<file path="src/rtl/adder_share_arbiter_if.sv">
// adder_share_arbiter_if: request, adder and response signals of adder_share_arbiter
interface adder_share_arbiter_if #(parameter int WIDTH = 4, parameter int NREQ = 4);
  localparam int ID_W = $clog2(NREQ);
  logic [NREQ-1:0] req_valid, req_ready;
  logic [NREQ*WIDTH-1:0] req_a, req_b;
  logic [WIDTH-1:0] add_a, add_b;
  logic [WIDTH:0] add_sum, rsp_sum;
  logic rsp_valid, rsp_ready, busy;
  logic [ID_W-1:0] rsp_id;
  logic [7:0] op_cnt;
  modport master (
    output req_valid, req_a, req_b, add_sum, rsp_ready,
    input req_ready, add_a, add_b, rsp_valid, rsp_id, rsp_sum, busy, op_cnt
  );
  modport slave (
    input req_valid, req_a, req_b, add_sum, rsp_ready,
    output req_ready, add_a, add_b, rsp_valid, rsp_id, rsp_sum, busy, op_cnt
  );
endinterface

</file>
<file path="src/rtl/adder_share_arbiter.sv">
// adder_share_arbiter: shares one external adder among NREQ requesters, IDLE->ADD->RESP.
// Define ARB_FIXED_PRIO_EN for fixed lowest-index priority instead of round-robin.
module adder_share_arbiter #(
  parameter int WIDTH = 4,
  parameter int NREQ = 4
) (
  input logic clk,
  input logic rst_n,
  adder_share_arbiter_if.slave bus
);
  localparam int ID_W = $clog2(NREQ);
  typedef enum logic [1:0] {IDLE, ADD, RESP} state_t;
  state_t state_q;
  logic [ID_W-1:0] grant, cand, rsp_id_q;
  logic [WIDTH-1:0] sel_a, sel_b, add_a_q, add_b_q;
  logic [WIDTH:0] rsp_sum_q;
  logic rsp_valid_q;
  logic [7:0] op_cnt_q;
`ifndef ARB_FIXED_PRIO_EN
  logic [ID_W-1:0] rr_q;
`endif
  // descending scan so the candidate nearest the search start is assigned last and wins
  always_comb begin
    grant = '0;
    cand = '0;
    sel_a = '0;
    sel_b = '0;
    for (int k = NREQ - 1; k >= 0; k--) begin
`ifdef ARB_FIXED_PRIO_EN
      cand = ID_W'(k);
`else
      cand = ID_W'((int'(rr_q) + k) % NREQ);
`endif
      if (bus.req_valid[cand]) grant = cand;
    end
    for (int i = 0; i < NREQ; i++)
      if (ID_W'(i) == grant) begin
        sel_a = bus.req_a[i*WIDTH +: WIDTH];
        sel_b = bus.req_b[i*WIDTH +: WIDTH];
      end
  end
  assign bus.req_ready = (rst_n && state_q == IDLE && |bus.req_valid) ? NREQ'(1) << grant : '0;
  assign bus.add_a = add_a_q;
  assign bus.add_b = add_b_q;
  assign bus.rsp_valid = rsp_valid_q;
  assign bus.rsp_id = rsp_id_q;
  assign bus.rsp_sum = rsp_sum_q;
  assign bus.busy = state_q != IDLE;
  assign bus.op_cnt = op_cnt_q;
  always_ff @(posedge clk or negedge rst_n) begin
    if (!rst_n) begin
      state_q <= IDLE;
`ifndef ARB_FIXED_PRIO_EN
      rr_q <= '0;
`endif
      add_a_q <= '0;
      add_b_q <= '0;
      rsp_valid_q <= 1'b0;
      rsp_id_q <= '0;
      rsp_sum_q <= '0;
      op_cnt_q <= '0;
    end else begin
      case (state_q)
        IDLE: if (|bus.req_valid) begin
          add_a_q <= sel_a;
          add_b_q <= sel_b;
          rsp_id_q <= grant;
`ifndef ARB_FIXED_PRIO_EN
          rr_q <= ID_W'((int'(grant) + 1) % NREQ);
`endif
          state_q <= ADD;
        end
        ADD: begin
          rsp_sum_q <= bus.add_sum;
          rsp_valid_q <= 1'b1;
          state_q <= RESP;
        end
        RESP: if (bus.rsp_ready) begin
          rsp_valid_q <= 1'b0;
          op_cnt_q <= op_cnt_q + 8'd1;
          state_q <= IDLE;
        end
        default: state_q <= IDLE;
      endcase
    end
  end
endmodule

</file>
<file path="src/flat_wrapper.sv">
// flat-port wrapper written by rule: the top's interface ports become plain ports
module adder_share_arbiter_flat 
#(
  parameter int WIDTH = 4,
  parameter int NREQ = 4
)
  (clk, rst_n, bus_req_valid, bus_req_a, bus_req_b, bus_add_sum, bus_rsp_ready, bus_req_ready, bus_add_a, bus_add_b, bus_rsp_valid, bus_rsp_id, bus_rsp_sum, bus_busy, bus_op_cnt);
  adder_share_arbiter_if #(.WIDTH(WIDTH), .NREQ(NREQ)) bus_i ();
  input logic clk;
  input logic rst_n;
  input wire logic [$bits(bus_i.req_valid)-1:0] bus_req_valid;
  input wire logic [$bits(bus_i.req_a)-1:0] bus_req_a;
  input wire logic [$bits(bus_i.req_b)-1:0] bus_req_b;
  input wire logic [$bits(bus_i.add_sum)-1:0] bus_add_sum;
  input wire logic [$bits(bus_i.rsp_ready)-1:0] bus_rsp_ready;
  output wire logic [$bits(bus_i.req_ready)-1:0] bus_req_ready;
  output wire logic [$bits(bus_i.add_a)-1:0] bus_add_a;
  output wire logic [$bits(bus_i.add_b)-1:0] bus_add_b;
  output wire logic [$bits(bus_i.rsp_valid)-1:0] bus_rsp_valid;
  output wire logic [$bits(bus_i.rsp_id)-1:0] bus_rsp_id;
  output wire logic [$bits(bus_i.rsp_sum)-1:0] bus_rsp_sum;
  output wire logic [$bits(bus_i.busy)-1:0] bus_busy;
  output wire logic [$bits(bus_i.op_cnt)-1:0] bus_op_cnt;
  assign bus_i.req_valid = bus_req_valid;
  assign bus_i.req_a = bus_req_a;
  assign bus_i.req_b = bus_req_b;
  assign bus_i.add_sum = bus_add_sum;
  assign bus_i.rsp_ready = bus_rsp_ready;
  assign bus_req_ready = bus_i.req_ready;
  assign bus_add_a = bus_i.add_a;
  assign bus_add_b = bus_i.add_b;
  assign bus_rsp_valid = bus_i.rsp_valid;
  assign bus_rsp_id = bus_i.rsp_id;
  assign bus_rsp_sum = bus_i.rsp_sum;
  assign bus_busy = bus_i.busy;
  assign bus_op_cnt = bus_i.op_cnt;
  adder_share_arbiter #(.WIDTH(WIDTH), .NREQ(NREQ)) u_core (.clk(clk), .rst_n(rst_n), .bus(bus_i));
endmodule
</file>
<file path="config.mk">
export PLATFORM = sky130hd
export DESIGN_NAME = adder_share_arbiter_flat
export DESIGN_NICKNAME = d
export VERILOG_FILES = /design/src/rtl/adder_share_arbiter_if.sv /design/src/rtl/adder_share_arbiter.sv /design/src/flat_wrapper.sv
export SDC_FILE = /design/constraint.sdc
export NUM_CORES = 1
export LEC_CHECK = 0
export ABC_CLOCK_PERIOD_IN_PS = 2700
export CAP_MARGIN = 15
export CORE_MARGIN = 1.5
export CORE_UTILIZATION = 40
export CTS_CLUSTER_SIZE = 16
export DETAILED_ROUTE_END_ITERATION = 10
export PLACE_DENSITY = 0.75
export SETUP_SLACK_MARGIN = 0.3
export SYNTH_ARGS = -nofsm -noshare
export SYNTH_HDL_FRONTEND = slang
export SYNTH_SLANG_ARGS = --single-unit
</file>
<file path="constraint.sdc">
create_clock -name clk -period 2.7 [get_ports clk]
set_input_delay 0.54 -clock clk [delete_from_list [all_inputs] [get_ports clk]]
set_output_delay 0.54 -clock clk [all_outputs]
set_load 0.01 [all_outputs]
</file>
==> results.md <==
* Status: complete, no violations
* Yosys cell types at 39
* 1st-iter DRT viols at 55
* GRT Overall Usage at ~19%
* Critical path's top delay family: simple AND/OR/NAND/NOR gates
* I/O pins at 73
* CTS sink count at 28
* Setup Crit Path Kind: flop to output pin
* Worst-Margin Slew at ~560 ps
* CTS tree: done
* Max-slew headroom at ~62%
* Die ar. at between 0.004 and 0.005 sq mm
* Syn_area_per_cell at roughly 9.6 sq um
* Yosys warnings at 0
* Top cells by area, synth: dfrtp_1 44%, a21oi_1 6.3%, a221o_1 5.0%
* Highest Clock Rate at approximately 420 MHz
* First-pass GRT wire length at 6.67 mm
* Starting Density at 42.7%
* Hold Vio Cnt, Final at 0
* Register area at around 700 sq um
* Max Cap Viol at 0
* Drt wl/cell at roughly 14 microns
* Unrepaired setup endpoints after global routing: true
* # rows at 22
* Register area share after synthesis at between 40% and 50%
* Clock root buffer: clkbuf_8
* Commonest cells after routing, fill and taps aside: 64 x clkdlybuf4s50_1, 27 x dfrtp_1, 19 x buf_4
* Vias in the first global route at 1486
* Fin crit share at ~88%
* Worst skew pair latency at between 200 and 300 ps
* Final #Nets at a little over 300
* Worst Setup Start Kind: flop
* Area of the multi-input gates at ~850 sq um
* Pwr Total at around 2.4 mW
* Wirelength, routed at 4.09 mm
* Largest net degree at the start of global routing at 29
* Die H at approximately 66 microns
* CP peak stage delay at around 430 ps
* Worst Path Arrival at 1840 ps
* Final antenna-violating net count at 0
* FILL cells at 328
* Crit-path cells: mux2i_1, nor2_2, or3_4, ha_2, and3_1, buf_2
* Cells after Synth at 166
* Clock-pin transition on the worst setup and hold timing paths at around 100 ps
* Hold_sp: u_core.bus.op_cnt[7]
* WP data required at ~2200 ps
* Crit end category: output pin
* Die Wd at 66.3 microns
* Worst Skew at around 5.7 ps
* Post-Layout Cell Count at 301
* Initial antenna violation count at 0
* Pins over their slew limit at 0
* Leakage at about 1.1 nW
* Syn nets at between 200 and 250
* Critical Path Source: u_core.rr_q[1]
* Num CTS Buffers at 3
* TritonRoute pass-1 iters at 4
* Slowest cell on the critical path: dfrtp_2
* Setup tns final at 0 ps
* Post-synth top area cell: dfrtp_1
* Area delta synth->final at 60.0%
* Grt ovf at 0
* Port buffer count at 72
* Core ar. at between 0.003 and 0.004 sq mm
* DRC violations left at 0
* Setup violators final at 0
* Post-synthesis register bit count at 28
* Worst path buffer plus inverter count at 1
* Vias per cell at just over 5
* Final core utilization at 68.4%
* Longest Clk Path Bufs at 2
* Commonest non-fill, non-tap cell in the layout: clkdlybuf4s50_1
* Post-synth top area share at a little over two fifths
* Diode count at 0
* Crit path max fanout at 5
* Final Wtd Congestion at around 0.85
* Reg-to-reg critical path startpoint: u_core.rr_q[1]
* Min-delay worst type: flop to flop
* Placed wire-length estimate at roughly 3.1 mm
* Crit path time final at around 2400 ps
* Post-Place Cells at between 200 and 300
* Ratio of cells with drive above 1 in the final layout at ~18%
* Hold_buf cts at 0
* Synthesized area at around 0.0016 sq mm
* Worst vdd ir at approximately 0.52 mV
* P per Cell Area at about 940 mW/mm^2
* H-tree depth at 1
* Via count at roughly 1600
==> cell type report <==
| class | instances | share of cell area, % |
|---|---|---|
| clock buffer | 4 | 2.15 |
| multi-input combinational | 116 | 33.0 |
| sequential | 28 | 27.4 |
| tap | 48 | 2.35 |
| inverter | 13 | 2.00 |
| timing repair buffer | 92 | 33.0 |
==> cells by family after synthesis <==
kind of cell             count (synthesis)  synth area share [%]
AO/OA/AOI/OAI                           45                  18.2
XOR/XNOR                                 7                  3.83
adder cells (fa/ha/maj)                  5                  3.91
buffers and inverters                   22                  6.57
flip-flops                              28                  43.8
multiplexers                             6                  4.14
AND/OR/NAND/NOR                         53                  19.5
==> synth_stat cells <==
master,number
a21oi_1,20
a221o_1,8
a221oi_1,1
a31oi_1,8
and3_1,5
and3b_1,1
buf_1,1
buf_2,1
buf_6,1
buf_8,1
clkbuf_1,5
dfrtp_1,28
ha_1,5
inv_1,12
inv_4,1
mux2_1,5
mux2i_1,1
nand2_1,15
nand2_8,1
nand2b_1,2
nand3_1,1
nand3b_1,9
nand4_1,3
nor2_1,4
nor2_2,1
nor2b_1,2
nor3_1,3
nor3b_1,1
nor4_1,1
o21ai_0,4
o21ai_1,1
o31ai_1,1
o41a_1,1
o41ai_1,1
or2_1,2
or3_1,1
or4_4,1
xnor2_1,4
xor2_1,3
==> worst paths after layout <==
path | slack, ps | cells after the start | end
max in group asynchronous | 1600 | 2 | u_core.rr_q[1]
min reg2reg | 480 | 1 | u_core.bus.op_cnt[7]
max | 320 | 6 | bus_req_ready[0]
min | 480 | 1 | u_core.bus.op_cnt[7]
max reg2reg | 570 | 9 | u_core.bus.add_b[2]
min in group asynchronous | 820 | 2 | u_core.bus.rsp_sum[3]
==> metrics by stage <==
step	hold WS, ps	worst slack (ps)	cell area [sq um]
2_1_floorplan	244	326	1600
3_3_place_gp	462	-445	2450
3_5_place_dp	461	-467	2450
4_1_cts	478	300	2530
5_1_grt	499	265	2560
6_report	475	320	2560
==> power breakdown <==
group,internal (mW),switching (mW)
clock,0.131,0.129
combinational,0.772,0.622
sequential,0.605,0.145
total,1.51,0.897
==> per-layer routing <==
| metal | track usage [%] | up-vias | share of wire [%] |
|---|---|---|---|
| met5 | 0 | - | 0 |
| met4 | 5.87 | 0 | 1.1 |
| met2 | 32.5 | 62 | 45 |
| li1 | - | 768 | - |
| met1 | 24.6 | 723 | 46 |
| met3 | 4.60 | 4 | 7.4 |
==> sequential cells by signal, indices dropped and copies added (netlist names) <==
name,cells
u_core.rr_q,2
u_core.bus.add_a,4
u_core.bus.rsp_id,2
u_core.bus.rsp_sum,5
u_core.bus.add_b,4
u_core.state_q,2
u_core.bus.rsp_valid,1
u_core.bus.op_cnt,8
==> timing repair <==
| item | CTS | global route |
|---|---|---|
| gates cloned | 0 | 0 |
| endpoints found under the hold margin | 0 | 0 |
| pin swaps | 5 | 1 |
| endpoints found under the setup margin | 12 | 5 |
| buffers inserted | 2 | 1 |
| gates resized for setup | 37 | 8 |
(Power assumes the default switching activity.)
==> RTL edit 1: new RTL, config.mk and constraints unchanged <==
Build with the macro `ARB_FIXED_PRIO_EN` defined.
--- a/src/rtl/adder_share_arbiter.sv
+++ b/src/rtl/adder_share_arbiter.sv
@@ -1,5 +1,7 @@
 // adder_share_arbiter: shares one external adder among NREQ requesters, IDLE->ADD->RESP.
 // Define ARB_FIXED_PRIO_EN for fixed lowest-index priority instead of round-robin.
+`define ARB_FIXED_PRIO_EN
+
 module adder_share_arbiter #(
   parameter int WIDTH = 4,
   parameter int NREQ = 4
Function: changed (a bounded check fails within 4 cycles, from zero or initial values and one cycle with rst_n low).
==> RTL edit 1 against the unedited design <==
Sequential cell count is 2 lower. Count of clock-buffer cells in the layout fell by 1. Final area fell by 10%. Cell count decreased by 9.3%. Die area is 11% lower. Synthesized cell count is 14% lower. Area after synthesis decreased by 12%. Worst setup slack gained 0.060 ns. Combinational power down 27%. Routed wire length fell by 8.4%. Clock skew barely moved. Power down 22%. Clock power shrank 39%. Critical path type is now input pin to primary output.
==> RTL edit 1: results (changes against the unedited design) <==
Setup Buffers After CTS - 0 (was 2)
clk root buf - clkbuf_4 (was clkbuf_8)
clk slew on worst S/H paths - 0.13 ns (was 0.10 ns)
vias in the first global route - 1376 (was 1486)
Commonest cells post-synth - dfrtp_1 (26), a21oi_1 (19), nand2_1 (11) (was dfrtp_1 (28), a21oi_1 (20), nand2_1 (15))
Critical Path Fanout Max - 4 (was 5)
Final period util - 0.859 (was 0.881)
synth warn - 0 (unchanged)
Largest register FFs - 8 (unchanged)
DP Worst Slack - -0.0546 ns (was -0.467 ns)
gr usage total - 0.196 (was 0.194)
first-pass GRT wire length - 6180 um (was 6670 um)
reg2reg start - u_core.state_q[1] (was u_core.rr_q[1])
routed vias/inst - 5.10 (was 5.17)
Worst Setup SP - bus_req_valid[0] (was u_core.rr_q[1])
Peak VDD IR - 0.371 mV (was 0.522 mV)
R2R setup slack - 1.12 ns (was 0.57 ns)
slowest CP cell - dlygate4sd2_1 (was dfrtp_2)
met1 wire length - 1600 um (was 1880 um)
r2r endpoint - u_core.bus.add_a[1] (was u_core.bus.add_b[2])
Pleak - 1.06 nW (was 1.11 nW)
Skew-Pair Late Insertion Delay - 0.31 ns (was 0.27 ns)
WL met3 - 354 um (was 303 um)
Post-CTS Resized - 7 (was 37)
GP Congestion - 0.828 (was 0.849)
Least-Margin Pin Slew - 0.330 ns (was 0.560 ns)
Hold WS - 0.387 ns (was 0.475 ns)
routed wl met2 - 1750 um (was 1850 um)
maximum single-stage delay on the critical path - 0.29 ns (was 0.43 ns)
largest cells by area after synthesis - dfrtp_1 (46%), a21oi_1 (6.7%), mux2_2 (4.8%), mux2i_1 (3.5%), nand2_1 (2.9%) (was dfrtp_1 (44%), a21oi_1 (6.3%), a221o_1 (5.0%), nand3b_1 (4.2%), ha_1 (3.9%))
Worst Hold Class - input pin to asynchronous set/reset pin (was register to register)
critical path arrival - 1.78 ns (was 1.84 ns)
status - finished, final reports clean (unchanged)
layout cells sized above 1 - 0.154 (was 0.182)
GR met3 Demand/Resource - 0.0505 (was 0.0460)
Distinct cells, synth - 35 (was 39)
CP Capture Point - bus_req_ready[3] (was bus_req_ready[0])
Worst Skew - 0.00573 ns (was 0.00574 ns)
Iteration-0 DRC Markers - 64 (was 55)
met1 Use GR - 0.257 (was 0.246)
Crit path max-delay family - buffers and inverters (was simple AND/OR/NAND/NOR gates)
cells after synthesis - 143 (was 166)
dpl hpwl - 2960 um (was 3140 um)
R2R depth - 7 (was 9)
Cells after DPL - 268 (was 294)
largest net degree at the start of global routing - 27 (was 29)
routing usage on met2 - 0.325 (about the same)
Post-Syn Nets - 188 (was 215)
clk buf depth - 2 (unchanged)
-- RTL edit 1: cell count changes after synthesis, sizes merged, moves of 5 or more --
cell    unedited run  this run
nand3b             9         0
a221o              8         0
a31oi              8         0
nor2               5        11
inv               13         8
nand2             16        11
o22ai              0         5
-- RTL edit 1: report_power, final --
group          switching [mW]  leakage (nW)  internal, mW
Sequential              0.148         0.315         0.558
Clock                   0.107        0.0138        0.0522
Combinational           0.430         0.726         0.588
Total                   0.685          1.06          1.20
-- RTL edit 1: layout make-up --
cell class / instances / area [um2]
Clock buffer: 3 / 22.5
Fill cell: 276 / 1070
Inverter: 9 / 38.8
Multi-Input combinational cell: 102 / 687
Sequential cell: 26 / 651
Tap cell: 46 / 57.6
Timing Repair Buffer: 87 / 841
-- RTL edit 1: kinds of logic after synthesis --
group,Yosys count,synth area share
compound gates,40,0.166
simple gates,43,0.182
fa+ha+maj,1,0.00886
xor+xnor,7,0.0434
mux,11,0.0833
buf+inv,15,0.0567
flops,26,0.461
==> RTL edit 2: new RTL, same flow settings <==
Made on the original files. Reset style: synchronous (`rst_n`), changed in one clocked block.
--- a/src/rtl/adder_share_arbiter.sv
+++ b/src/rtl/adder_share_arbiter.sv
@@ -47,7 +47,7 @@
   assign bus.rsp_sum = rsp_sum_q;
   assign bus.busy = state_q != IDLE;
   assign bus.op_cnt = op_cnt_q;
-  always_ff @(posedge clk or negedge rst_n) begin
+  always_ff @(posedge clk) begin
     if (!rst_n) begin
       state_q <= IDLE;
 `ifndef ARB_FIXED_PRIO_EN
Function: differs if rst_n is asserted again (counterexample within 4 cycles, from zero or initial values and one cycle with rst_n low); with rst_n held inactive, the same outputs for 10 cycles.
==> RTL edit 2 against the unedited design <==
Clock skew decreased by 0.0048 ns. Critical path depth increased by 2. Via count decreased by 2.2%. Final area decreased by 7.0%. Routed wire length decreased by 4.7%. Cell count increased by 3.7%. Register-to-register slack improved by 0.05 ns. Area after synthesis decreased by 6.8%. Sequential cell count unchanged. Worst setup slack improved by 0.050 ns. Largest cell class unchanged.
Power is not compared: it rests on default switching activity, and its combinational part moved more than twofold at a synthesized area within 25%.
==> RTL edit 2: results (changes against the unedited design) <==
gr usage total - 0.192 (was 0.194)
slowest CP cell - dlygate4sd2_1 (was dfrtp_2)
asr flop ratio synth - 0 (was 1.00)
largest net degree at the start of global routing - 17 (was 29)
HP Start - u_core.bus.rsp_id[1] (was u_core.bus.op_cnt[7])
largest cells by area after synthesis - dfxtp_1 (38%), a21oi_1 (7.4%), nor2_1 (7.0%), o21ai_0 (6.4%), a221oi_2 (5.0%) (was dfrtp_1 (44%), a21oi_1 (6.3%), a221o_1 (5.0%), nand3b_1 (4.2%), ha_1 (3.9%))
Commonest cells post-synth - dfxtp_1 (28), nor2_1 (28), a21oi_1 (22) (was dfrtp_1 (28), a21oi_1 (20), nand2_1 (15))
Hold WS - 0.478 ns (was 0.475 ns)
routing usage on met2 - 0.310 (was 0.325)
critical path arrival - 1.79 ns (was 1.84 ns)
placed inst area - 2290 um2 (was 2450 um2)
Hold Path End - u_core.bus.rsp_id[1] (was u_core.bus.op_cnt[7])
sequential area share after synthesis - 0.376 (was 0.438)
Post-Syn Nets - 238 (was 215)
Distinct cells, synth - 31 (was 39)
layout cells sized above 1 - 0.152 (was 0.182)
r2r endpoint - u_core.bus.add_a[1] (was u_core.bus.add_b[2])
CP Capture Point - bus_req_ready[1] (was bus_req_ready[0])
Routed Wire Length - 3890 um (was 4090 um)
R2R setup slack - 0.62 ns (was 0.57 ns)
GR met3 Demand/Resource - 0.0405 (was 0.0460)
routed vias/inst - 4.88 (was 5.17)
Final period util - 0.863 (was 0.881)
R2R depth - 10 (was 9)
Filler cells - 348 (was 328)
maximum single-stage delay on the critical path - 0.24 ns (was 0.43 ns)
dpl hpwl - 2890 um (was 3140 um)
Synth Flop Type - dfxtp_1 (was dfrtp_1)
worst hold path depth - 2 (was 1)
GP Congestion - 0.757 (was 0.849)
Iteration-0 DRC Markers - 53 (was 55)
status - finished, final reports clean (unchanged)
Critical Path Fanout Max - 3 (was 5)
cells after synthesis - 189 (was 166)
[RTL edit 2: cells by family (layout without fill, tap and decap cells)]
family,after synthesis,after routing,share of synthesized area
muxes,7,7,0.0470
DFF,28,28,0.376
adders and majority gates,5,5,0.0419
xor gates and xnor gates,7,7,0.0411
AOI/OAI and AO/OA,53,53,0.226
buffers and inverters,27,102,0.0780
and+or+nand+nor,62,62,0.190
[RTL edit 2: timing repair]
item                                    4_1_cts  5_1_grt
pin swaps                                     4        2
endpoints found under the setup margin       12        4
resized for setup                            31        4
buffers inserted                              2        0
[RTL edit 2: final cells by class]
class                           count  area, um2  area share
Sequential cell                    28        562       0.236
Clock buffer                        3       41.3      0.0173
Inverter                           13       48.8      0.0205
Clock inverter                      1       30.0      0.0126
Multi-Input combinational cell    134        846       0.355
Timing Repair Buffer               85        793       0.333
Tap cell                           48       60.1      0.0252
[RTL edit 2: layer usage]
metal  routed length, um  vias up
met2                1580       63
met5                   0        -
met4                  25        0
met3                 386        4
li1                    -      795
met1                1900      660
